## config.mk

```make
export PLATFORM = sky130hd
export DESIGN_NAME = regfile_mp
export DESIGN_NICKNAME = d
export VERILOG_FILES = /design/src/rtl/regfile_mp.sv
export SDC_FILE = /design/constraint.sdc
export NUM_CORES = 1
export LEC_CHECK = 0
export CORE_MARGIN = 4
export CORE_UTILIZATION = 56
export CTS_CLUSTER_SIZE = 40
export DETAILED_ROUTE_END_ITERATION = 10
export PLACE_DENSITY = 0.76
export SLEW_MARGIN = 20
export SYNTH_ARGS = -nofsm -noshare
export SYNTH_HDL_FRONTEND = slang
export SYNTH_SLANG_ARGS = --single-unit
export TNS_END_PERCENT = 50
```

## constraint.sdc

```tcl
create_clock -name i_clk -period 3.6 [get_ports i_clk]
set_clock_uncertainty 0.05 [all_clocks]
set_input_delay 1.08 -clock i_clk [delete_from_list [all_inputs] [get_ports i_clk]]
set_output_delay 1.08 -clock i_clk [all_outputs]
set_load 0.02 [all_outputs]
```

## src/rtl/regfile_mp.sv

```systemverilog
// regfile_mp: parametrised multi-read-port integer register file.
// Registered reads (1-cycle latency), optional hardwired zero entry and a
// sequential clear engine that zeroes every entry after reset before o_ready.
// Optional feature macro: REGFILE_BYPASS_EN (write-through forwarding on a
// same-cycle read/write collision).
module regfile_mp #(
  parameter int XLEN     = 32,
  parameter int DEPTH    = 32,
  parameter int AW       = $clog2(DEPTH),
  parameter int NR       = 2,
  parameter int ZERO_REG = 1
) (
  input  logic               i_clk,
  input  logic               i_rst,
  input  logic               i_we,
  input  logic [AW-1:0]      i_waddr,
  input  logic [XLEN-1:0]    i_wdata,
  input  logic [NR*AW-1:0]   i_raddr,
  output logic [NR*XLEN-1:0] o_rdata,
  output logic               o_ready
);

  typedef enum logic {CLEAR, RUN} state_e;

  localparam logic [AW-1:0] LAST = AW'(DEPTH - 1);
  localparam bit            ZR   = (ZERO_REG != 0);

  state_e             state_q, state_d;
  logic [AW-1:0]      cnt_q, cnt_d;
  logic [NR*XLEN-1:0] rdata_q, rdata_d;
  logic [XLEN-1:0]    mem [DEPTH];

  logic               mem_we;
  logic [AW-1:0]      mem_wa;
  logic [XLEN-1:0]    mem_wd;
  logic [AW-1:0]      raddr;

  // Next-state, clear-engine write port and read-data selection.
  always_comb begin
    state_d = state_q;
    cnt_d   = cnt_q;
    rdata_d = rdata_q;
    mem_we  = 1'b0;
    mem_wa  = i_waddr;
    mem_wd  = i_wdata;
    raddr   = '0;
    unique case (state_q)
      CLEAR: begin
        // The clear engine owns the write port; user writes are dropped.
        mem_we  = 1'b1;
        mem_wa  = cnt_q;
        mem_wd  = '0;
        cnt_d   = cnt_q + AW'(1);
        rdata_d = '0;
        if (cnt_q == LAST) state_d = RUN;
      end
      RUN: begin
        mem_we = i_we && !(ZR && (i_waddr == '0));
        for (int unsigned k = 0; k < NR; k++) begin
          raddr = i_raddr[k*AW +: AW];
          if (ZR && (raddr == '0)) begin
            rdata_d[k*XLEN +: XLEN] = '0;
          end
`ifdef REGFILE_BYPASS_EN
          else if (i_we && (raddr == i_waddr)) begin
            rdata_d[k*XLEN +: XLEN] = i_wdata;
          end
`endif
          else begin
            rdata_d[k*XLEN +: XLEN] = mem[raddr];
          end
        end
      end
      default: state_d = CLEAR;
    endcase
    // Reset cycle leaves the array untouched and drops any pending write.
    if (i_rst) mem_we = 1'b0;
  end

  // State, clear counter and registered read data with synchronous reset.
  always_ff @(posedge i_clk) begin
    if (i_rst) begin
      state_q <= CLEAR;
      cnt_q   <= '0;
      rdata_q <= '0;
    end else begin
      state_q <= state_d;
      cnt_q   <= cnt_d;
      rdata_q <= rdata_d;
    end
  end

  // Storage array: no reset, zeroed by the clear engine.
  always_ff @(posedge i_clk) begin
    if (mem_we) mem[mem_wa] <= mem_wd;
  end

  assign o_rdata = rdata_q;
  assign o_ready = (state_q == RUN);

endmodule

```

==> impl_metrics.csv, run 1 <==
group,metric,value,unit
run_status,outcome,"finished, final reports clean",
synth,synth_cell_types,38,
sta,fin_tns_setup,0,ns
setup_path,reg2reg_setup_slack,1.16,ns
setup_path,path_class,"flip-flop to output pin",
setup_path,timing.rr.end,"o_rdata[38]",
setup_path,slowest_delay,0.72,ns
clocking,clock_latency,0.68,ns
finish,drive_gt1_frac,0.167,
synth,yosys_warnings,0,
pwr,p_leak,20.2,nW
clocking,cts_setup_buffers,0,
floorplanning,initial_core_util,0.567,
drt,vias,32500,
clocking,clk_pin_slew,0.06,ns
sta,finalHoldViolCount,0,
clocking,cts_hold_buffers,0,
synth,ys_ff_latch,1094,
sta,setup_viol,0,
synth,synth_area_per_cell,16.0,um^2
setup_path,required,2.47,ns
clocking,root_buffer,"clkbuf_16",
global_routing,antenna_found_initial,5,
synth,syn_nets,3194,
min_path,hold_class,"flip-flop to flip-flop",
clocking,cts_buffer_depth,3,
setup_path,start_kind,"flip-flop",
min_path,holdPathStages,2,
min_path,min_to,"cnt_q[3]",
job,cap_viol_max_count,0,
clocking,cts_resized,0,
floorplanning,row_count,109,
floorplanning,io_pins,115,
sta,relSlewSlack,0.241,
setup_path,worstPathCellList,"clkdlybuf4s50_1",
synth,synthTopCellsByArea,"edfxtp_1 61%, mux2i_1 15%, a22oi_1 5.7%, mux4_2 4.1%, dfxtp_1 2.8%",
global_routing,grt_usage,0.318,
sta,tightest_slew,1.14,ns
drt,drc_errors,0,
drt,first_pass_iters,8,
drt,antenna_left,0,
finish,final_common_cell,"edfxtp_1",
setup_path,path_buf_inv,1,
sta,clock.fmax,311,MHz
sta,rsz0062_at_grt,"no",
finish,seqCellArea,0.0322,mm^2
pwr,ir_drop,0.000397,V
min_path,hold_start,"cnt_q[3]",
synth,synthCells,3142,
place,place_congestion,0.940,
finish,nNetsFinal,3369,
place,portBuffers,114,
setup_path,worstPathArrival,2.09,ns
clocking,h-tree-depth,3,
sta,fin_crit_sh,0.893,
global_routing,grt-ovfl-total,0,
place,dp_hpwl,94.1,mm
synth,synth_area_leader_cell,"edfxtp_1",
setup_path,worst_path_max_delay_cell,"clkdlybuf4s50_1",
synth,ys_seq_area_frac,0.640,
floorplanning,die_h,308,um
setup_path,critPathCaptureType,"output pin",
clocking,cts_tree,"done",
setup_path,r2r_start,"o_ready",
drt,drtIter0Drc,4324,
setup_path,cp_max_fo,29,
drt,wl_per_cell,33.3,um
global_routing,grt_max_degree,92,
sta,hold-worst-slack,0.481,ns
clocking,cts_sinks,1094,
drt,via_per_inst,7.10,
setup_path,rr_worst_depth,5,
sta,slew_viol_final,0,
global_routing,grt_pass1_vias,33600,
setup_path,cpLargestDelayFamily,"buffers and inverters",
floorplanning,chipWidth,308,um
sta,finalCriticalPeriod,3.22,ns
synth,syn_area,0.0503,mm^2
drt,wl,153,mm
finish,area_growth_syn_to_layout,15.3,%
floorplanning,design.die.area,0.0946,mm^2
finish,final_cell_mix,"1024 x edfxtp_1, 771 x mux2i_1, 384 x a22oi_1",
finish,multiInputGateArea,0.0171,mm^2
clocking,cts_made_buffers,109,
synth,synth_top_area_frac,0.612,
floorplanning,core_area,0.0886,mm^2
global_routing,grt_pass1_wl,220,mm
finish,fillers,5878,
pwr,p_per_area,466,mW/mm^2
-- worst register-to-register path, cell delays in order, from the launching register on --
cell,delay (ns)
dfxtp_2,0.69
nor2b_1,0.24
and3_2,0.58
buf_12,0.24
nand3_1,0.30
nand4_1,0.25
-- per-layer routing --
layer	GRT usage	wire [um]
met5	0	30
met4	0.210	11600
met3	0.0618	16100
met2	0.513	72100
met1	0.395	52700
-- report_power, final --
| group | leakage (nW) | switching, mW | total (mW) | internal (mW) |
|---|---|---|---|---|
| combinational | 8.84 | 0.961 | 1.71 | 0.753 |
| sequential | 9.58 | 0.0424 | 13.8 | 13.8 |
| clock | 1.77 | 4.78 | 11.4 | 6.67 |
-- Yosys cell counts (all sizes together) --
library cell and n:
a22o 1, a21oi 2, o22ai 1, buf 163
or3 1, o21bai 1, nor3b 4, nor3 4
and2 35, nor2 43, nor4 2, nand2b 6
nor2b 8, a22oi 384, nor4b 1, xor2 1
mux4 128, nand3 195, mux2 65, and3 3
xnor2 1, mux2i 771, nand4 64, o21ai 3
clkbuf 79, nand3b 1, inv 1, dfxtp 70
ha 2, nand2 77, o2bb2ai 1, edfxtp 1024
-- through the flow --
stage	std cells	area [um^2]	power, mW	utilization	setup slack, ns
detailed placement	4371	54300	15.8	0.613	0.227
floorplan	3142	50300	15.2	-	0.0781
CTS	4578	57900	27.0	0.654	0.388
global route	4578	57900	27.6	0.654	0.316
finish	4580	58000	27.0	0.654	0.384
global placement	4371	54300	15.7	0.613	0.325
-- flip-flops by register name, summed over array words and instances (netlist names) --
register and cells:
cnt_q 5, mem 1024, o_rdata 64, o_ready 1
-- cell families after synthesis --
logic type | Yosys count | synth area share
AOI/OAI and AO/OA | 393 | 0.0585
xor gates and xnor gates | 2 | 0.000349
adders and majority gates | 2 | 0.000498
buffers and inverters | 243 | 0.0280
DFF | 1094 | 0.640
muxes | 964 | 0.228
and+or+nand+nor | 444 | 0.0449
-- worst max path at each step --
stage | from | end | cells after the start
2_1_floorplan | i_waddr[1] | mem[0][0] | 4
3_3_place_gp | i_waddr[2] | mem[0][27] | 7
3_5_place_dp | i_waddr[2] | mem[0][21] | 7
4_1_cts | o_ready | o_ready | 1
5_1_grt | o_ready | o_ready | 1
6_report | o_ready | o_ready | 1
-- final cells by class --
type                    instances  share of cell area
inverters                       1           0.0000648
repair buffers                306              0.0630
flip-flops and latches       1094               0.555
well taps                    1165              0.0252
diodes                          2           0.0000864
clock buffers                 158              0.0540
multi-input cells            1805               0.294
clock inverters                49             0.00851
No activity file was read; power rests on OpenSTA's default activity.
==> inputs of run 2 (changes only) <==
--- a/config.mk
+++ b/config.mk
@@ -6,10 +6,10 @@
 export NUM_CORES = 1
 export LEC_CHECK = 0
 export CORE_MARGIN = 4
-export CORE_UTILIZATION = 56
+export CORE_UTILIZATION = 50
 export CTS_CLUSTER_SIZE = 40
 export DETAILED_ROUTE_END_ITERATION = 10
-export PLACE_DENSITY = 0.76
+export PLACE_DENSITY = 0.69
 export SLEW_MARGIN = 20
 export SYNTH_ARGS = -nofsm -noshare
 export SYNTH_HDL_FRONTEND = slang
==> run 2 against run 1 <==
  * Hold slack improved by 0.019 ns
  * Utilization fell by 7.2 points
  * Non-clock buffer count is 6 higher
  * First-iteration DRC count down 2.1%
  * Largest cell class unchanged
  * Via count decreased by 1.8%
  * Cell area rose by 0.26%
  * Routed wire length increased by 1.8%
  * Combinational power about the same
  * Sequential cell count unchanged
  * Cell count is 2.9% higher
  * Setup slack improved by 0.13 ns
==> impl_metrics.csv, run 2 (synthesis gave the netlist of run 1 again) <==
group,metric,value,unit
run_status,outcome,"finished, final reports clean",
job,cap_viol_max_count,0,
drt,wl_met2,73.9,mm
setup_path,slowest_delay,0.70,ns
setup_path,timing.rr.end,"mem[19][5]",
floorplanning,core_area,0.0999,mm^2
setup_path,critPathCaptureType,"output pin",
setup_path,rr_worst_depth,5,
setup_path,start_kind,"flip-flop",
drt,drtIter0Drc,4234,
sta,slew_viol_final,0,
drt,drc_errors,0,
finish,drive_gt1_frac,0.170,
global_routing,grt_usage,0.287,
min_path,holdPathStages,2,
min_path,hold_start,"cnt_q[3]",
global_routing,grt-ovfl-total,0,
sta,rsz0062_at_grt,"no",
drt,wl,155,mm
drt,vias,31900,
place,dp.cells,4510,
pwr,finalPower,27.1,mW
sta,finalCriticalPeriod,3.08,ns
sta,tightest_slew,1.10,ns
clocking,cts_hold_buffers,0,
drt,drt-met1-wl,58.8,mm
clocking,clock_latency,0.69,ns
setup_path,cpLargestDelayFamily,"buffers and inverters",
finish,largest_reg_flops,1024,
finish,final_common_cell,"edfxtp_1",
floorplanning,design.die.area,0.106,mm^2
clocking,cts_setup_buffers,0,
drt,antenna_left,0,
floorplanning,chipWidth,325,um
sta,relSlewSlack,0.269,
global_routing,antenna_found_initial,0,
finish,final-instance-count-excl-fill,4715,
setup_path,worstPathCellList,"clkdlybuf4s50_1",
floorplanning,io_pins,115,
drt,wl_per_cell,32.9,um
setup_path,worst_path_max_delay_cell,"clkdlybuf4s50_1",
finish,regMostFlops,"mem",
setup_path,required,2.47,ns
clocking,cts_tree,"done",
pwr,p_per_area,467,mW/mm^2
setup_path,reg2reg_setup_slack,1.07,ns
sta,setup_viol,0,
drt,via_per_inst,6.77,
clocking,cts_sinks,1094,
global_routing,grt_pass1_vias,32800,
floorplanning,row_count,116,
sta,clock.fmax,324,MHz
drt,top_layer,"met4",
clocking,cts_resized,0,
finish,area_growth_syn_to_layout,15.6,%
sta,fin_crit_sh,0.857,
min_path,min_to,"cnt_q[3]",
place,place_congestion,0.899,
setup_path,cp_max_fo,25,
clocking,root_buffer,"clkbuf_16",
sta,fin_ws,0.516,ns
clocking,cts_buffer_depth,3,
pwr,p_leak,20.2,nW
setup_path,worstPathArrival,1.95,ns
place,place_worst_setup_slack,0.177,ns
floorplanning,die_h,325,um
floorplanning,initial_core_util,0.503,
min_path,hold_class,"flip-flop to flip-flop",
drt,first_pass_iters,6,
finish,nNetsFinal,3375,
drt,wl_met3,14.4,mm
global_routing,grt_pass1_wl,223,mm
place,dp_hpwl,94.8,mm
setup_path,path_buf_inv,1,
clocking,h-tree-depth,3,
pwr,ir_drop,0.000477,V
sta,finalHoldViolCount,0,
finish,final_cell_mix,"1024 x edfxtp_1, 771 x mux2i_1, 384 x a22oi_1",
setup_path,r2r_start,"o_ready",
clocking,clk_pin_slew,0.06,ns
sta,fin_tns_setup,0,ns
finish,fin_util,0.582,
place,portBuffers,114,
global_routing,grt_max_degree,57,
clocking,cts_made_buffers,109,
setup_path,path_class,"flip-flop to output pin",
[run 2: cell types whose count changed in the layout (fill, tap and decap cells not counted), sizes merged]
| cell | delta |
|---|---|
| clkinv | +5 |
| diode | -1 |
| bufinv | +3 |
| buf | +6 |
| clkinvlp | +7 |
| clkbuf | -18 |
[run 2: per-layer routing]
layer  global-route usage  up-vias
li1                     -    13200
met1                0.375    16200
met2                0.467     2088
met3               0.0507      468
met4                0.139        0
met5                    0        -
[run 2: area by class of cell]
class | instances | area, um^2
Fill cell | 7321 | 41800
Sequential cell | 1094 | 32200
Multi-Input combinational cell | 1805 | 17100
Timing Repair Buffer | 312 | 3590
Clock buffer | 140 | 3010
Tap cell | 1298 | 1620
Clock inverter | 64 | 654
Inverter | 1 | 3.75
Antenna cell | 1 | 2.50
[run 2: worst max-delay path by stage]
stage | slack [ns] | end | depth (start not counted) | startpoint
after floorplan | 0.08 | mem[0][0] | 4 | i_waddr[1]
after global placement | 0.10 | mem[28][9] | 6 | i_waddr[2]
after detailed placement | 0.18 | mem[28][4] | 6 | i_waddr[2]
after CTS | 0.48 | o_ready | 1 | o_ready
after global routing | 0.41 | o_ready | 1 | o_ready
final | 0.52 | o_ready | 1 | o_ready
[run 2: power breakdown]
group / switching (mW) / total [mW] / internal [mW]
Combinational: 0.954 / 1.71 / 0.751
Sequential: 0.0399 / 13.8 / 13.8
Clock: 4.82 / 11.6 / 6.76
Total: 5.81 / 27.1 / 21.3
[run 2: metrics by stage]
stage / area (um^2) / hold slack, ns
4_1_cts: 58100 / 0.498
3_5_place_dp: 54400 / 0.493
5_1_grt: 58100 / 0.532
3_3_place_gp: 54400 / 0.451
2_1_floorplan: 50300 / 0.427
6_report: 58100 / 0.500
[run 2: worst register-to-register path: stages, from the launching register on]
cell	delay (ns)
dfxtp_2	0.45
nand2b_1	0.21
o21ai_0	0.55
nand2_1	0.41
nor2_4	0.24
buf_12	0.28
